`src/rtl/pc_redirect_ctrl.sv`:
```
// Fetch PC sequencer: sequential advance, stall hold, and prioritised
// csr/trap/branch redirects with a pending slot and a counted flush.
module pc_redirect_ctrl #(
  parameter logic [63:0] RESET_PC     = 64'h0,
  parameter int unsigned FLUSH_CYCLES = 2
) (
  input  logic        clk,
  input  logic        rst_n,
  input  logic        if_ready,
  input  logic        stall,
  input  logic        csr_req,
  input  logic [63:0] csr_target,
  input  logic        trap_req,
  input  logic [63:0] trap_target,
  input  logic        br_req,
  input  logic [63:0] br_target,
  output logic [63:0] pc,
  output logic        pc_valid,
  output logic        flush,
  output logic        redirect,
  output logic [1:0]  redirect_src,
  output logic        busy,
  output logic [15:0] redirect_cnt
);

  typedef enum logic [1:0] {RUN, HOLD, FLUSH} state_t;

  typedef struct packed {
    logic [1:0]  src;
    logic [63:0] tgt;
  } redir_t;

  localparam logic [1:0] SRC_SEQ  = 2'b00;
  localparam logic [1:0] SRC_CSR  = 2'b01;
  localparam logic [1:0] SRC_TRAP = 2'b10;
  localparam logic [1:0] SRC_BR   = 2'b11;
  localparam logic [3:0] FLUSH_LOAD = 4'(FLUSH_CYCLES - 1);

  // Higher rank wins; SRC_SEQ ranks below everything so an empty slot is replaceable.
  function automatic logic [1:0] rank(input logic [1:0] src);
    case (src)
      SRC_CSR:  rank = 2'd3;
      SRC_TRAP: rank = 2'd2;
      SRC_BR:   rank = 2'd1;
      default:  rank = 2'd0;
    endcase
  endfunction

  state_t     state;
  redir_t     pend;
  logic [3:0] flush_cnt;

  redir_t req;
  logic   req_vld;
  logic   replace;
  logic   take_vld;
  redir_t take;

  // Branches seen during FLUSH belong to squashed instructions and are masked.
  always_comb begin
    req     = '0;
    req_vld = 1'b0;
    if (csr_req) begin
      req_vld = 1'b1;
      req.src = SRC_CSR;
      req.tgt = csr_target & ~64'd1;
    end else if (trap_req) begin
      req_vld = 1'b1;
      req.src = SRC_TRAP;
      req.tgt = trap_target & ~64'd1;
    end else if (br_req && state != FLUSH) begin
      req_vld = 1'b1;
      req.src = SRC_BR;
      req.tgt = br_target & ~64'd1;
    end
  end

  always_comb begin
    replace  = (state == HOLD) && req_vld && (rank(req.src) > rank(pend.src));
    take_vld = if_ready && ((state == HOLD) || req_vld);
    take     = ((state == HOLD) && !replace) ? pend : req;
  end

  always_ff @(posedge clk or negedge rst_n) begin
    if (!rst_n) begin
      state        <= RUN;
      pc           <= RESET_PC;
      pc_valid     <= 1'b0;
      flush        <= 1'b0;
      redirect     <= 1'b0;
      redirect_src <= SRC_SEQ;
      busy         <= 1'b0;
      redirect_cnt <= '0;
      flush_cnt    <= '0;
      pend         <= '0;
    end else begin
      redirect <= 1'b0;
      if (take_vld) begin
        pc           <= take.tgt;
        redirect_src <= take.src;
        redirect     <= 1'b1;
        flush        <= 1'b1;
        flush_cnt    <= FLUSH_LOAD;
        pc_valid     <= 1'b1;
        busy         <= 1'b0;
        state        <= FLUSH;
        pend         <= '0;
        if (redirect_cnt != 16'hFFFF)
          redirect_cnt <= redirect_cnt + 16'd1;
      end else if (state == HOLD) begin
        if (replace)
          pend <= req;
      end else if (req_vld) begin
        pend     <= req;
        state    <= HOLD;
        pc_valid <= 1'b0;
        busy     <= 1'b1;
        flush    <= 1'b0;
      end else begin
        pc_valid <= 1'b1;
        // The reset PC is only presented once pc_valid is up, so it is not skipped.
        if (if_ready && !stall && pc_valid) begin
          pc           <= pc + 64'd4;
          redirect_src <= SRC_SEQ;
        end
        if (state == FLUSH) begin
          if (flush_cnt == 4'd0) begin
            state <= RUN;
            flush <= 1'b0;
          end else begin
            flush_cnt <= flush_cnt - 4'd1;
          end
        end
      end
    end
  end

endmodule
```
`config.mk`:
```
export PLATFORM = sky130hd
export DESIGN_NAME = pc_redirect_ctrl
export DESIGN_NICKNAME = d
export VERILOG_FILES = /design/src/rtl/pc_redirect_ctrl.sv
export SDC_FILE = /design/constraint.sdc
export NUM_CORES = 1
export LEC_CHECK = 0
export BUFFER_PORTS_ARGS = -buffer_cell sky130_fd_sc_hd__buf_2
export CORE_ASPECT_RATIO = 0.9
export CORE_MARGIN = 4
export CORE_UTILIZATION = 32
export CTS_BUF_LIST = sky130_fd_sc_hd__clkbuf_4
export DETAILED_ROUTE_END_ITERATION = 12
export PLACE_DENSITY = 0.52
export RECOVER_POWER = 50
export SYNTH_ARGS = -nofsm -noshare
export SYNTH_HDL_FRONTEND = slang
export SYNTH_SLANG_ARGS = --single-unit
```
`constraint.sdc`:
```
create_clock -name clk -period 3.3 [get_ports clk]
set_input_delay 0.165 -clock clk [delete_from_list [all_inputs] [get_ports clk]]
set_output_delay 0.165 -clock clk [all_outputs]
set_load 0.05 [all_outputs]
```
==> summary.txt <==
STA
  • Achievable Freq: 0.3283 GHz
  • # setup viols final: 0
  • Final Slew Violations: 55
  • RSZ-0062 raised after global routing: false
  • Slew @ Worst Pin: 2.635 ns
  • Worst slew margin: -0.7565
  • Clock period minus final worst setup slack: 3.046 ns
  • Worst setup margin: 0.2542 ns
  • Worst Skew: 0.02942 ns
  • TNS Setup: 0 ns
  • Final hold violations: 0
  • Fin crit share: 0.9230

Logic synthesis
  • Cells after synthesis: 1106
  • Sequential area share after synthesis: 0.4037
  • Netlist Area Pre-Place: 0.009608 sq mm
  • EDFF count, synth: 0
  • Synth warn: 0
  • Synth area leader: dfrtp_1
  • Post-synth top flop: dfrtp_1
  • Ys async rst share: 1.000
  • #FFs+latches synth: 155
  • Syn Area/Cell: 8.687 sq um
  • Synthesized net count: 1314
  • Synth cell types: 67
  • Synth area leaders: dfrtp_1 40%, nand2_1 6.1%, o21ai_0 5.3%
  • Synth top area share: 0.4037

CTS
  • Clk buf depth: 2
  • CTS tree: done
  • Clock Sinks: 155
  • CTS Buf Count: 17
  • Worst-path clk slew: 0.14 ns
  • Clk Latency, worst-skew pair: 0.58 ns
  • Post_cts resized: 0
  • CTS root buffer: clkbuf_4
  • H-tree depth: 4

Run status
  • Failing checks: max-capacitance violations, max-slew violations
  • Outcome: complete, but fails checks

Min path
  • Hold crit path type: in2reg
  • Hold_sp: csr_target[11]
  • Hold Crit Depth: 4
  • Hold endpoint: pend[11]

Flow run
  • Max cap viols: 1

Route
  • Final antenna-violating net count: 0
  • Starting DRT DRC Count: 697
  • Routed WL: 35840 um
  • Vias: 9491
  • DR WL/cell: 19.90 um
  • Drt first pass iters: 5
  • Detailed-route DRC error count: 0
  • Vias/cell: 5.270

Setup path
  • Crit path kind: reg2reg
  • Worst reg-to-reg path cell count: 7
  • Reg2reg start: flush
  • Crit-path max FO: 38
  • Worst endpoint data arrival time: 3.51 ns
  • Startpoint Class: flip-flop
  • R2R setup slack: 0.25 ns
  • Crit Reg-Reg Endpoint: pc[60]
  • Crit end category: flip-flop
  • WP data required: 3.77 ns

Cells and area
  • Nets: 1599
  • Share of cells above drive strength 1: 0.2486
  • Final core utilization: 0.4139
  • Most frequent cells in the layout: 236 x buf_2, 156 x nand2_1, 155 x dfrtp_1
  • Area growth, synth to finish: 25.93%
  • Commonest non-fill, non-tap cell in the layout: buf_2
  • Layout fillers: 3086
  • Final Cell Area: 0.01210 sq mm

Die
  • Initial core utilization: 0.3287
  • Core area: 0.02923 sq mm
  • Die height: 172.4 um
  • Die ar.: 0.03287 sq mm
  • Core Rows: 59
  • IO Pins: 285
  • Die width: 190.7 um

GRT
  • Vias in the first global route: 8772
  • Total track usage: 0.2101
  • Grt total ovfl: 0
  • First-pass GRT wire length: 53480 um
  • Pin count of the biggest net entering global routing: 99
  • Antenna violations before repair: 2

Power and ir drop
  • Int Power: 3.592 mW
  • Seq pwr share: 0.401
  • Power share of the combinational group: 0.401
  • Sw Ratio: 0.4600
  • PwrDens: 549.7 mW/mm^2
  • Worst vdd ir: 0.4559 mV
  • Static Leak: 5.324 nW
  • Clock power frac: 0.198
  • Sw Pwr: 3.059 mW

Place
  • Post-place setup slack: 0.3201 ns
  • Detailed Place HPWL: 26700 um
  • Placer Congestion: 0.8634
  • Port Buf Inserts: 280
  • Area post-placement: 0.01149 sq mm
logic make-up after synthesis:
logic type,synth area share
multiplexers,0.03256
AND/OR/NAND/NOR,0.2360
flip-flops,0.4037
XOR/XNOR,0.06016
adder cells (fa/ha/maj),0.01172
other,0.0003903
buffers and inverters,0.03855
AO/OA/AOI/OAI,0.2170
worst max-delay path: stages (launching register included):
cell and delay [ns]:
dfrtp_1 0.46, a21boi_1 0.15, o21ai_0 0.94, nand2_1 0.21, buf_4 0.36, o31a_1 0.44
o21a_1 0.21, o22a_1 0.17
per-layer routing:
layer,vias to the layer above,wire [um],global-route usage,share of wire
li1,4578,-,-,-
met1,4590,17970,0.3275,0.50
met2,300,15690,0.3108,0.44
met3,21,1905,0.03129,0.053
met4,2,271,0.03809,0.0076
met5,-,11,0,0.00031
sequential cells by signal, indices dropped and copies added, names as in the netlist:
| name | cells |
|---|---|
| busy | 1 |
| redirect_src | 2 |
| redirect_cnt | 16 |
| flush | 1 |
| pc_valid | 1 |
| pc | 63 |
| state | 1 |
| pend | 65 |
| flush_cnt | 4 |
| redirect | 1 |
stage by stage:
| step | power (mW) | hold WS [ns] | instances |
|---|---|---|---|
| floorplan | 4.433 | -0.1306 | 1106 |
| global placement | 5.349 | 0.1770 | 1732 |
| detailed placement | 5.365 | 0.1755 | 1732 |
| CTS | 6.715 | 0.001615 | 1800 |
| global route | 7.007 | 0.01598 | 1801 |
| finish | 6.651 | 0.02074 | 1801 |
power groups by stage:
stage	Combinational (mW)	Clock (mW)	Sequential [mW]
final	2.67	1.31	2.67
after global routing	2.87	1.42	2.72
after CTS	2.72	1.34	2.65
after detailed placement	2.67	0	2.69
after global placement	2.66	0	2.69
after floorplan	1.01	0	3.42
cell type report:
type                            count  area [sq um]  share of cell area
Multi-Input combinational cell    858          5375              0.4443
Sequential cell                   155          3879              0.3206
Timing Repair Buffer              343          1977              0.1634
Tap cell                          396         495.5             0.04095
Clock inverter                     13         167.7             0.01386
Clock buffer                       19         142.6             0.01179
Inverter                           16         60.06            0.004964
Antenna cell                        1         2.502           0.0002068
synthesized netlist by cell type, types with 4 or more instances:
| library cell | number |
|---|---|
| a211oi_1 | 7 |
| a21o_1 | 7 |
| a21oi_1 | 54 |
| a221o_1 | 27 |
| a22o_1 | 32 |
| a22oi_1 | 33 |
| a31oi_1 | 21 |
| and2_1 | 13 |
| and3_1 | 12 |
| and4_1 | 8 |
| buf_1 | 13 |
| buf_2 | 14 |
| clkbuf_1 | 49 |
| dfrtp_1 | 155 |
| ha_1 | 9 |
| inv_1 | 14 |
| mux2_2 | 18 |
| mux2i_1 | 11 |
| nand2_1 | 157 |
| nand3_1 | 37 |
| nand4_1 | 22 |
| nand4_2 | 5 |
| nand4b_1 | 5 |
| nor2_1 | 88 |
| nor2b_1 | 27 |
| nor3_1 | 20 |
| nor4_1 | 6 |
| nor4_4 | 4 |
| o21a_1 | 9 |
| o21ai_0 | 102 |
| o21ai_1 | 7 |
| or3_1 | 5 |
| xnor2_1 | 40 |
| xor2_1 | 26 |
worst max-delay path by stage:
| stage | to | cells after the start | startpoint | slack (ns) |
|---|---|---|---|---|
| 5_1_grt | pc[35] | 11 | state[0] | 0.02 |
| 3_5_place_dp | pc[41] | 11 | state[0] | 0.32 |
| 2_1_floorplan | pc[25] | 12 | flush | 0.22 |
| 4_1_cts | pc[37] | 11 | state[0] | 0.27 |
| 6_report | pc[60] | 7 | flush | 0.25 |
| 3_3_place_gp | pc[41] | 11 | state[0] | 0.40 |
timing repair:
action,CTS,global route
endpoints found under the hold margin,87,0
setup buffers,0,0
hold buffers,36,0
(Power assumes the default switching activity.)
